$ cat config.mk
export PLATFORM = sky130hd
export DESIGN_NAME = pipe_vector_packer
export DESIGN_NICKNAME = d
export VERILOG_FILES = /design/src/rtl/bespoke_pkg.sv /design/src/rtl/pipe_vector_packer.sv
export SDC_FILE = /design/constraint.sdc
export NUM_CORES = 1
export LEC_CHECK = 0
export ABC_AREA = 1
export CAP_MARGIN = 5
export CELL_PAD_IN_SITES_DETAIL_PLACEMENT = 1
export CELL_PAD_IN_SITES_GLOBAL_PLACEMENT = 1
export CORE_ASPECT_RATIO = 1.25
export CORE_MARGIN = 3
export CORE_UTILIZATION = 41
export DETAILED_ROUTE_END_ITERATION = 10
export GPL_ROUTABILITY_DRIVEN = 0
export PLACE_DENSITY = 0.82
export SYNTH_ARGS = -nofsm -noshare
export SYNTH_HDL_FRONTEND = slang
export SYNTH_SLANG_ARGS = --single-unit
$ cat constraint.sdc
create_clock -name clk_in -period 11.8 [get_ports clk_in]
set_input_delay 2.95 -clock clk_in [delete_from_list [all_inputs] [get_ports clk_in]]
set_output_delay 2.95 -clock clk_in [all_outputs]
set_load 0.01 [all_outputs]
$ cat src/rtl/bespoke_pkg.sv
// Shared element types for the matvec datapath.
// Holds the element width and the signed element type.
package bespoke_pkg;

    localparam int ELEM_W = 10;

    typedef logic signed [ELEM_W-1:0] elem_t;

endpackage

$ cat src/rtl/pipe_vector_packer.sv
// Serial element stream to parallel vector, double-buffered (fill + output).
// Optional early completion via in_last when PACKER_LAST_EN is defined.
module pipe_vector_packer
    import bespoke_pkg::*;
#(
    parameter int Elements = 12
) (
    input  logic                   clk_in,
    input  logic                   rst_in,
    input  elem_t                  in_data,
    input  logic                   in_valid,
    output logic                   in_ready,
`ifdef PACKER_LAST_EN
    input  logic                   in_last,
`endif
    output elem_t [Elements-1:0]   out_vec,
    output logic                   out_valid,
    input  logic                   out_ready
);

    localparam int IDX_W = (Elements > 2) ? $clog2(Elements) : 1;
    localparam logic [IDX_W-1:0] LAST = IDX_W'(Elements - 1);

    elem_t [Elements-1:0] fill;
    elem_t [Elements-1:0] fill_wr;
    logic [IDX_W-1:0]     idx;
    logic                 pending;
    logic                 accept;
    logic                 o_free;
    logic                 last_hit;
    logic                 complete;
    logic                 load;

`ifdef PACKER_LAST_EN
    assign last_hit = in_last;
`else
    assign last_hit = 1'b0;
`endif

    assign in_ready = !pending;
    assign accept   = in_valid && !pending;
    assign o_free   = !out_valid || out_ready;
    assign complete = accept && ((idx == LAST) || last_hit);
    assign load     = o_free && (pending || complete);

    // Fill register with this cycle's element merged in; while pending
    // no element is accepted, so this is just the parked vector.
    always_comb begin
        fill_wr = fill;
        if (accept) begin
            fill_wr[idx] = in_data;
        end
    end

    always_ff @(posedge clk_in or posedge rst_in) begin
        if (rst_in) begin
            fill      <= '0;
            idx       <= '0;
            pending   <= 1'b0;
            out_vec   <= '0;
            out_valid <= 1'b0;
        end else if (load) begin
            out_vec   <= fill_wr;
            out_valid <= 1'b1;
            fill      <= '0;
            idx       <= '0;
            pending   <= 1'b0;
        end else begin
            if (out_valid && out_ready) begin
                out_valid <= 1'b0;
            end
            if (accept) begin
                fill <= fill_wr;
                if (complete) begin
                    pending <= 1'b1;
                end else begin
                    idx <= idx + 1'b1;
                end
            end
        end
    end

endmodule

==> results of run 1 <==
-- path summary, 6_finish.rpt --
| check | from | endpoint | slack (ns) | cells past startpoint |
|---|---|---|---|---|
| worst min register to register | out_vec[60]$_DFFE_PP0P_ | out_vec[60]$_DFFE_PP0P_ | 0.48 | 2 |
| worst max register to register | idx[0]$_DFFE_PP0P_ | out_vec[103]$_DFFE_PP0P_ | 8.78 | 7 |
| min in group asynchronous | rst_in | out_vec[74]$_DFFE_PP0P_ | 2.97 | 2 |
| max in group asynchronous | rst_in | out_vec[1]$_DFFE_PP0P_ | 7.33 | 3 |
| worst min-delay path | out_vec[60]$_DFFE_PP0P_ | out_vec[60]$_DFFE_PP0P_ | 0.48 | 2 |
| worst max-delay path | out_ready | out_vec[103]$_DFFE_PP0P_ | 6.60 | 7 |
-- metrics by stage --
stage	utilization	hold slack (ns)	setup slack [ns]
floorplan	-	0.515	2.09
global placement	0.473	0.462	6.23
detailed placement	0.473	0.465	6.15
CTS	0.506	0.484	6.62
global route	0.506	0.507	6.39
finish	0.506	0.478	6.60
-- sequential cells by signal, summed over array words and instances, names as in the netlist --
| name | cells |
|---|---|
| out_vec | 120 |
| pending | 1 |
| idx | 4 |
| fill | 120 |
| out_valid | 1 |
-- power by group through the flow --
stage	Sequential, mW	Combinational (mW)	Clock, mW
global route	1.35	1.11	0.833
floorplan	1.35	0.509	0
detailed placement	1.32	0.961	0
global placement	1.31	0.908	0
CTS	1.31	0.976	0.799
finish	1.31	0.956	0.779
-- cell type report --
class                   count  area [um2]  share of cell area
clock inverters             5        50.0             0.00402
multi-input cells         768        3140               0.252
repair buffers            141        1400               0.112
well taps                 330         413              0.0332
inverters                 140         533              0.0428
flip-flops and latches    246        6160               0.495
clock buffers              37         753              0.0605
-- cell usage after synthesis, types with 2 or more instances --
| cell | instances | share of area |
|---|---|---|
| buf_2 | 19 | 0.0092 |
| o21ai_0 | 121 | 0.059 |
| inv_2 | 3 | 0.0011 |
| ha_1 | 4 | 0.0049 |
| nand3_1 | 15 | 0.0073 |
| nand2_1 | 613 | 0.22 |
| nor2_4 | 2 | 0.0022 |
| dfrtp_1 | 246 | 0.60 |
| clkbuf_2 | 8 | 0.0039 |
| buf_4 | 18 | 0.013 |
| buf_6 | 12 | 0.013 |
| clkbuf_1 | 18 | 0.0066 |
| inv_1 | 137 | 0.050 |
| nand4_1 | 2 | 0.0012 |
| nor2_1 | 5 | 0.0018 |
| o2111ai_1 | 2 | 0.0017 |
-- per-layer routing --
layer  wire (um)  up-vias
met3         861       38
li1            -     3846
met4         529        0
met1       11700     4018
met2       13300      136
met5           0        -
-- worst max-delay path: cells and delay by family --
kind / cells / cell delay (ns)
simple gates: 3 / 0.74
buf+inv: 3 / 1.55
compound gates: 1 / 0.31
-- cell families after synthesis --
group	Yosys count	share of synthesized area
adders and majority gates	4	0.00486
xor gates and xnor gates	1	0.000851
buffers and inverters	215	0.0970
AOI/OAI and AO/OA	124	0.0621
DFF	246	0.598
and+or+nand+nor	639	0.237
==> results.json, run 1 <==
{
  "place_area_um2": 11600,
  "core_area_um2": 24600,
  "crit_fanout": 113,
  "grt_start_max_net_pins": 114,
  "intPower_mw": 2.06,
  "vias": 8038,
  "worst_path_most_repeated_cell": "nand2_1",
  "setup_tns_ns": 0,
  "drt-pass1-iter-count": 4,
  "port-buffer-count": 135,
  "slew_headroom": 0.247,
  "htreeDepth": 1,
  "crit_path_start_kind": "primary input",
  "wirelength_um": 26300,
  "worstPathCellList": "clkdlybuf4s50_1, nor2_1, inv_1, o21ai_4, buf_4, nand2_1, nand2_1",
  "p_sw_mw": 0.990,
  "met3_usage": 0.0205,
  "viasPerCell": 4.82,
  "dieArea_um2": 27100,
  "cts_tree": "yes",
  "synth_cell_types": 20,
  "hold_class": "flip-flop to flip-flop",
  "drive_gt1_frac": 0.0381,
  "ys_ff_latch": 246,
  "slew_violations": 0,
  "final_antenna_net_count": 0,
  "ctsRootBufferMaster": "clkbuf_16",
  "grt_overflow_total": 0,
  "hold_buffers": 0,
  "synth_nets": 1247,
  "cap_viol_max_count": 0,
  "combPwrFrac": 0.314,
  "cts_buffers": 26,
  "ios": 136,
  "run_status": "finished clean",
  "yosysSeqAreaShare": 0.598,
  "hold_viol": 0,
  "stdcell_area_um2": 12400,
  "clkTransAtPathRegs_ns": 0.06,
  "rsz0062_at_grt": "no",
  "layout_common_cells": "613 x nand2_1, 246 x dfrtp_1, 136 x inv_1, 135 x clkdlybuf4s50_1, 121 x o21ai_0",
  "nNetsFinal": 1341,
  "slowest_delay_ns": 0.94,
  "worstMarginPinSlew_ns": 1.13,
  "avgSynthCellArea_um2": 8.38,
  "final_common_cell": "nand2_1",
  "die_w_um": 148,
  "synth_cells": 1229,
  "synth_enable_flop_cells": 0,
  "clkPwrFrac": 0.256,
  "fin_total_pwr_mw": 3.05,
  "synth-async-reset-ratio": 1.00,
  "clk_latency_ns": 0.52,
  "fin_worst_skew_ns": 0.0190,
  "die_y_um": 183,
  "rows": 64,
  "gr-usage-met2": 0.352,
  "post-cts-setup-buffers": 0,
  "cts.sinks": 246,
  "grt_antenna_before_repair": 0,
  "grt_use_total": 0.200,
  "period_minus_slack_ns": 5.20,
  "drc": 0,
  "finalSetupViolations": 0,
  "top_usage_layer": "met2",
  "post-place-cells": 1625,
  "wl_per_cell_um": 15.8,
  "cellLeakagePower_nw": 7.02,
  "clock_path_buffers": 3,
  "synthFlopType": "dfrtp_1",
  "hpwl_um": 15900,
  "sw_frac_of_total": 0.325,
  "ctsResizeCount": 0,
  "antennaDiodeCount": 0,
  "vdd_ir_drop_max_mv": 0.146,
  "criticalPathCategory": "primary input to flip-flop",
  "critPathRequiredTime_ns": 12.25,
  "period_share": 0.440,
  "power_density_nw_per_um2": 245,
  "drt_iter0_markers": 540,
  "grt_pass1_vias": 8563,
  "synth_warnings": 0,
  "p_seq_frac": 0.430,
  "grt_pass1_wl_um": 44400,
  "fill_cells": 2965,
  "critPathCaptureType": "flip-flop",
  "met1_usage": 0.269,
  "critPathArrivalTime_ns": 5.64,
  "synth_area_um2": 10300,
  "start_util": 0.419,
  "syn2layout_area_growth_pct": 20.9,
  "final_cells": 1667,
  "crit_path_top_delay_cell": "buf_4",
  "fmaxAchievable_mhz": 192
}
(Power assumes the default switching activity.)
==> run 2: changes to the inputs <==
- CORE_UTILIZATION: 41 -> 37
- PLACE_DENSITY: 0.82 -> 0.78
- clock period: 11.8 -> 4.2 ns (I/O delays scaled with it)
==> results.json, run 2 (same netlist as run 1, synthesis figures left out) <==
{
  "wirelength_um": 27500,
  "ios": 136,
  "run_status": "finished clean",
  "post-cts-setup-buffers": 0,
  "die_y_um": 192,
  "regArea_um2": 6160,
  "nNetsFinal": 1349,
  "critPathCaptureType": "output pin",
  "period_share": 0.658,
  "hpwl_um": 16500,
  "final_antenna_net_count": 0,
  "power_density_nw_per_um2": 680,
  "critPathRequiredTime_ns": 3.15,
  "layout_common_cells": "613 x nand2_1, 246 x dfrtp_1, 136 x inv_1, 135 x clkdlybuf4s50_1, 121 x o21ai_0",
  "hold_class": "flip-flop to flip-flop",
  "worstPathCellList": "inv_2, clkdlybuf4s50_1",
  "slowest_delay_ns": 0.58,
  "cts_buffers": 26,
  "clkTransAtPathRegs_ns": 0.06,
  "antennaDiodeCount": 0,
  "slew_violations": 0,
  "drt_iter0_markers": 383,
  "viasPerCell": 4.77,
  "drive_gt1_frac": 0.0489,
  "p_seq_frac": 0.427,
  "crit_path_start_kind": "flip-flop",
  "top_regs": "fill (120), out_vec (120), idx (4)",
  "dieArea_um2": 29900,
  "ctsResizeCount": 0,
  "grt_pass1_wl_um": 45300,
  "finalSetupViolations": 0,
  "grt_overflow_total": 0,
  "grt_antenna_before_repair": 0,
  "cap_viol_max_count": 0,
  "crit_fanout": 6,
  "rsz0062_at_grt": "no",
  "syn2layout_area_growth_pct": 22.8,
  "cts_tree": "yes",
  "clkPwrFrac": 0.260,
  "combPwrFrac": 0.313,
  "stdcell_area_um2": 12600,
  "grt_use_total": 0.187,
  "vdd_ir_drop_max_mv": 0.307,
  "cellLeakagePower_nw": 7.11,
  "cts.sinks": 246,
  "final_common_cell": "nand2_1",
  "setup_tns_ns": 0,
  "rows": 67,
  "critPathArrivalTime_ns": 1.71,
  "clock_path_buffers": 3,
  "regToRegSetupSlack_ns": 1.95,
  "clk_latency_ns": 0.53,
  "criticalPathCategory": "flip-flop to output pin",
  "intPower_mw": 5.76,
  "multi_input_area_um2": 3140,
  "crit_path_top_delay_cell": "clkdlybuf4s50_1",
  "fin_worst_skew_ns": 0.00954,
  "drt-pass1-iter-count": 4,
  "fmaxAchievable_mhz": 362,
  "wl_per_cell_um": 16.2,
  "sw_frac_of_total": 0.330,
  "hold_buffers": 0,
  "ctsRootBufferMaster": "clkbuf_16",
  "worstMarginPinSlew_ns": 0.981,
  "hold_viol": 0,
  "fill_cells": 3226,
  "start_util": 0.380,
  "grt_pass1_vias": 8473,
  "htreeDepth": 1,
  "place_area_um2": 11800,
  "grt_start_max_net_pins": 140,
  "drc": 0,
  "die_w_um": 155,
  "port-buffer-count": 135,
  "period_minus_slack_ns": 2.76,
  "vias": 8094,
  "core_area_um2": 27100,
  "p_sw_mw": 2.84,
  "slew_headroom": 0.345
}
==> run 2: metal layers <==
metal,vias up,routed length [um],track usage
li1,3870,-,-
met1,4041,12400,0.254
met2,137,13300,0.319
met3,46,1060,0.0247
met4,0,677,0.0492
met5,-,0,0
==> run 2: power groups by stage <==
stage | logic (mW) | registers (mW) | clock network (mW)
2_1_floorplan | 1.43 | 3.79 | 0
3_3_place_gp | 2.59 | 3.69 | 0
3_5_place_dp | 2.72 | 3.71 | 0
4_1_cts | 2.75 | 3.69 | 2.28
5_1_grt | 3.12 | 3.77 | 2.40
6_report | 2.69 | 3.67 | 2.23
==> run 2: cell type report <==
type / instances / area share
clock buffer: 37 / 0.0604
clock inverter: 11 / 0.00485
inverter: 140 / 0.0419
multi-input combinational: 768 / 0.248
sequential: 246 / 0.487
tap: 345 / 0.0342
timing repair buffer: 149 / 0.123
==> run 2: final timing paths <==
kind	startpoint	to	cells after the start
min reg2reg	out_vec[0]$_DFFE_PP0P_	out_vec[0]$_DFFE_PP0P_	2
max	pending$_DFFE_PP0P_	in_ready	2
min in group asynchronous	rst_in	out_vec[74]$_DFFE_PP0P_	2
max in group asynchronous	rst_in	out_vec[71]$_DFFE_PP0P_	3
min	out_vec[0]$_DFFE_PP0P_	out_vec[0]$_DFFE_PP0P_	2
max reg2reg	pending$_DFFE_PP0P_	out_vec[67]$_DFFE_PP0P_	7
==> run 2: worst max-delay path: cells and delay by family (launching register included) <==
family,cells,cell delay [ns]
buf+inv,2,0.73
flops,1,0.45
==> run 2: stage by stage <==
step	util	total power, mW	hold slack [ns]	worst slack, ns	instances
finish	0.467	8.60	0.476	1.44	1696
global route	0.467	9.29	0.500	1.26	1696
CTS	0.467	8.72	0.483	1.41	1696
detailed placement	0.436	6.43	0.465	0.946	1648
global placement	0.436	6.28	0.463	1.04	1648
floorplan	-	5.22	0.515	-0.0818	1229
==> run 3: changes to the inputs <==
- CORE_UTILIZATION: 37 -> 41
- PLACE_DENSITY: 0.78 -> 0.82
- clock period: 4.2 -> 2.7 ns (I/O delays scaled with it)
==> results.json, run 3 (same netlist as run 1, synthesis figures left out) <==
{
  "criticalPathCategory": "flip-flop to output pin",
  "cts.sinks": 246,
  "run_status": "finished clean",
  "viasPerCell": 4.78,
  "ctsRootBufferMaster": "clkbuf_16",
  "clk_latency_ns": 0.52,
  "clkPwrFrac": 0.279,
  "regToRegSetupSlack_ns": 0.72,
  "crit_fanout": 6,
  "wirelength_um": 27300,
  "grt_overflow_total": 0,
  "critPathArrivalTime_ns": 1.74,
  "dp_slack_ns": 0.152,
  "grt_pass1_vias": 8747,
  "port-buffer-count": 135,
  "htreeDepth": 1,
  "vias": 8101,
  "grt_pass1_wl_um": 45600,
  "post-cts-setup-buffers": 0,
  "ios": 136,
  "wl_per_cell_um": 16.1,
  "grt_antenna_before_repair": 0,
  "core_area_um2": 24600,
  "die_w_um": 148,
  "intPower_mw": 9.46,
  "grt_start_max_net_pins": 77,
  "crit_path_start_kind": "flip-flop",
  "timing.hold.ws_ns": 0.477,
  "worstMarginPinSlew_ns": 0.799,
  "drc": 0,
  "finalSetupViolations": 0,
  "place_area_um2": 12000,
  "fmaxAchievable_mhz": 414,
  "rows": 64,
  "die_y_um": 183,
  "syn2layout_area_growth_pct": 25.2,
  "start_util": 0.419,
  "final_common_cell": "nand2_1",
  "stdcell_area_um2": 12900,
  "critPathCaptureType": "output pin",
  "nNetsFinal": 1365,
  "setup_ws_ns": 0.286,
  "top_regs": "fill (120), out_vec (120), idx (4)",
  "period_minus_slack_ns": 2.41,
  "grt_use_total": 0.207,
  "cap_viol_max_count": 0,
  "hold_class": "flip-flop to flip-flop",
  "cts_buffers": 24,
  "combPwrFrac": 0.310,
  "crit_path_top_delay_cell": "clkdlybuf4s50_1",
  "hold_buffers": 0,
  "rsz0062_at_grt": "no",
  "dieArea_um2": 27100,
  "hpwl_um": 17500,
  "ctsResizeCount": 0,
  "p_sw_mw": 4.43,
  "slew_violations": 0,
  "vdd_ir_drop_max_mv": 0.462,
  "clock_path_buffers": 3,
  "cellLeakagePower_nw": 7.24,
  "drive_gt1_frac": 0.0615,
  "worstPathCellList": "inv_2, clkdlybuf4s50_1",
  "layout_common_cells": "613 x nand2_1, 246 x dfrtp_1, 136 x inv_1, 135 x clkdlybuf4s50_1, 121 x o21ai_0",
  "fin_worst_skew_ns": 0.00779,
  "slew_headroom": 0.467,
  "cts_tree": "yes",
  "hold_viol": 0,
  "p_seq_frac": 0.411,
  "drt_iter0_markers": 356,
  "final_antenna_net_count": 0,
  "fill_cells": 2901,
  "drt-pass1-iter-count": 4,
  "slowest_delay_ns": 0.58,
  "clkTransAtPathRegs_ns": 0.07,
  "power_density_nw_per_um2": 1080,
  "sw_frac_of_total": 0.319,
  "critPathRequiredTime_ns": 2.03,
  "period_share": 0.894
}
run 3: final cells by class:
type	instances	area (um2)	share of cell area
Sequential cell	246	6160	0.478
Multi-Input combinational cell	768	3140	0.244
Timing Repair Buffer	167	1730	0.134
Clock buffer	28	657	0.0510
Inverter	140	529	0.0411
Tap cell	330	413	0.0320
Clock inverter	16	264	0.0205
Antenna cell	1	2.50	0.000194
run 3: worst max-delay path, delay by kind of cell (launching register included):
| family | cells | cell delay [ns] |
|---|---|---|
| buffers and inverters | 2 | 0.75 |
| DFF | 1 | 0.48 |
run 3: power groups by stage:
stage	clock network (mW)	registers, mW	logic [mW]
2_1_floorplan	0	5.90	2.23
3_3_place_gp	0	5.72	4.09
3_5_place_dp	0	5.77	4.33
4_1_cts	3.96	5.73	4.40
5_1_grt	4.13	5.86	4.95
6_report	3.88	5.71	4.31
run 3: routing by layer:
layer | up-vias | GRT usage | part of all wire
li1 | 3903 | - | -
met1 | 4018 | 0.266 | 0.43
met2 | 140 | 0.367 | 0.51
met3 | 40 | 0.0294 | 0.042
met4 | 0 | 0.0552 | 0.024
met5 | - | 0 | 0
run 3: final timing paths:
check,start,end,cells past startpoint
min in group asynchronous,rst_in,out_vec[41]$_DFFE_PP0P_,2
max,pending$_DFFE_PP0P_,in_ready,2
max in group asynchronous,rst_in,out_vec[75]$_DFFE_PP0P_,4
min reg2reg,out_vec[42]$_DFFE_PP0P_,out_vec[42]$_DFFE_PP0P_,2
min,out_vec[42]$_DFFE_PP0P_,out_vec[42]$_DFFE_PP0P_,2
max reg2reg,idx[0]$_DFFE_PP0P_,out_vec[33]$_DFFE_PP0P_,8
run 3: stage by stage:
| step | util | TNS (ns) | total power, mW | cells |
|---|---|---|---|---|
| global route | 0.524 | 0 | 14.9 | 1695 |
| floorplan | - | -296.86 | 8.12 | 1229 |
| global placement | 0.487 | 0 | 9.82 | 1651 |
| CTS | 0.524 | 0 | 14.1 | 1695 |
| finish | 0.524 | 0 | 13.9 | 1696 |
| detailed placement | 0.487 | 0 | 10.1 | 1651 |
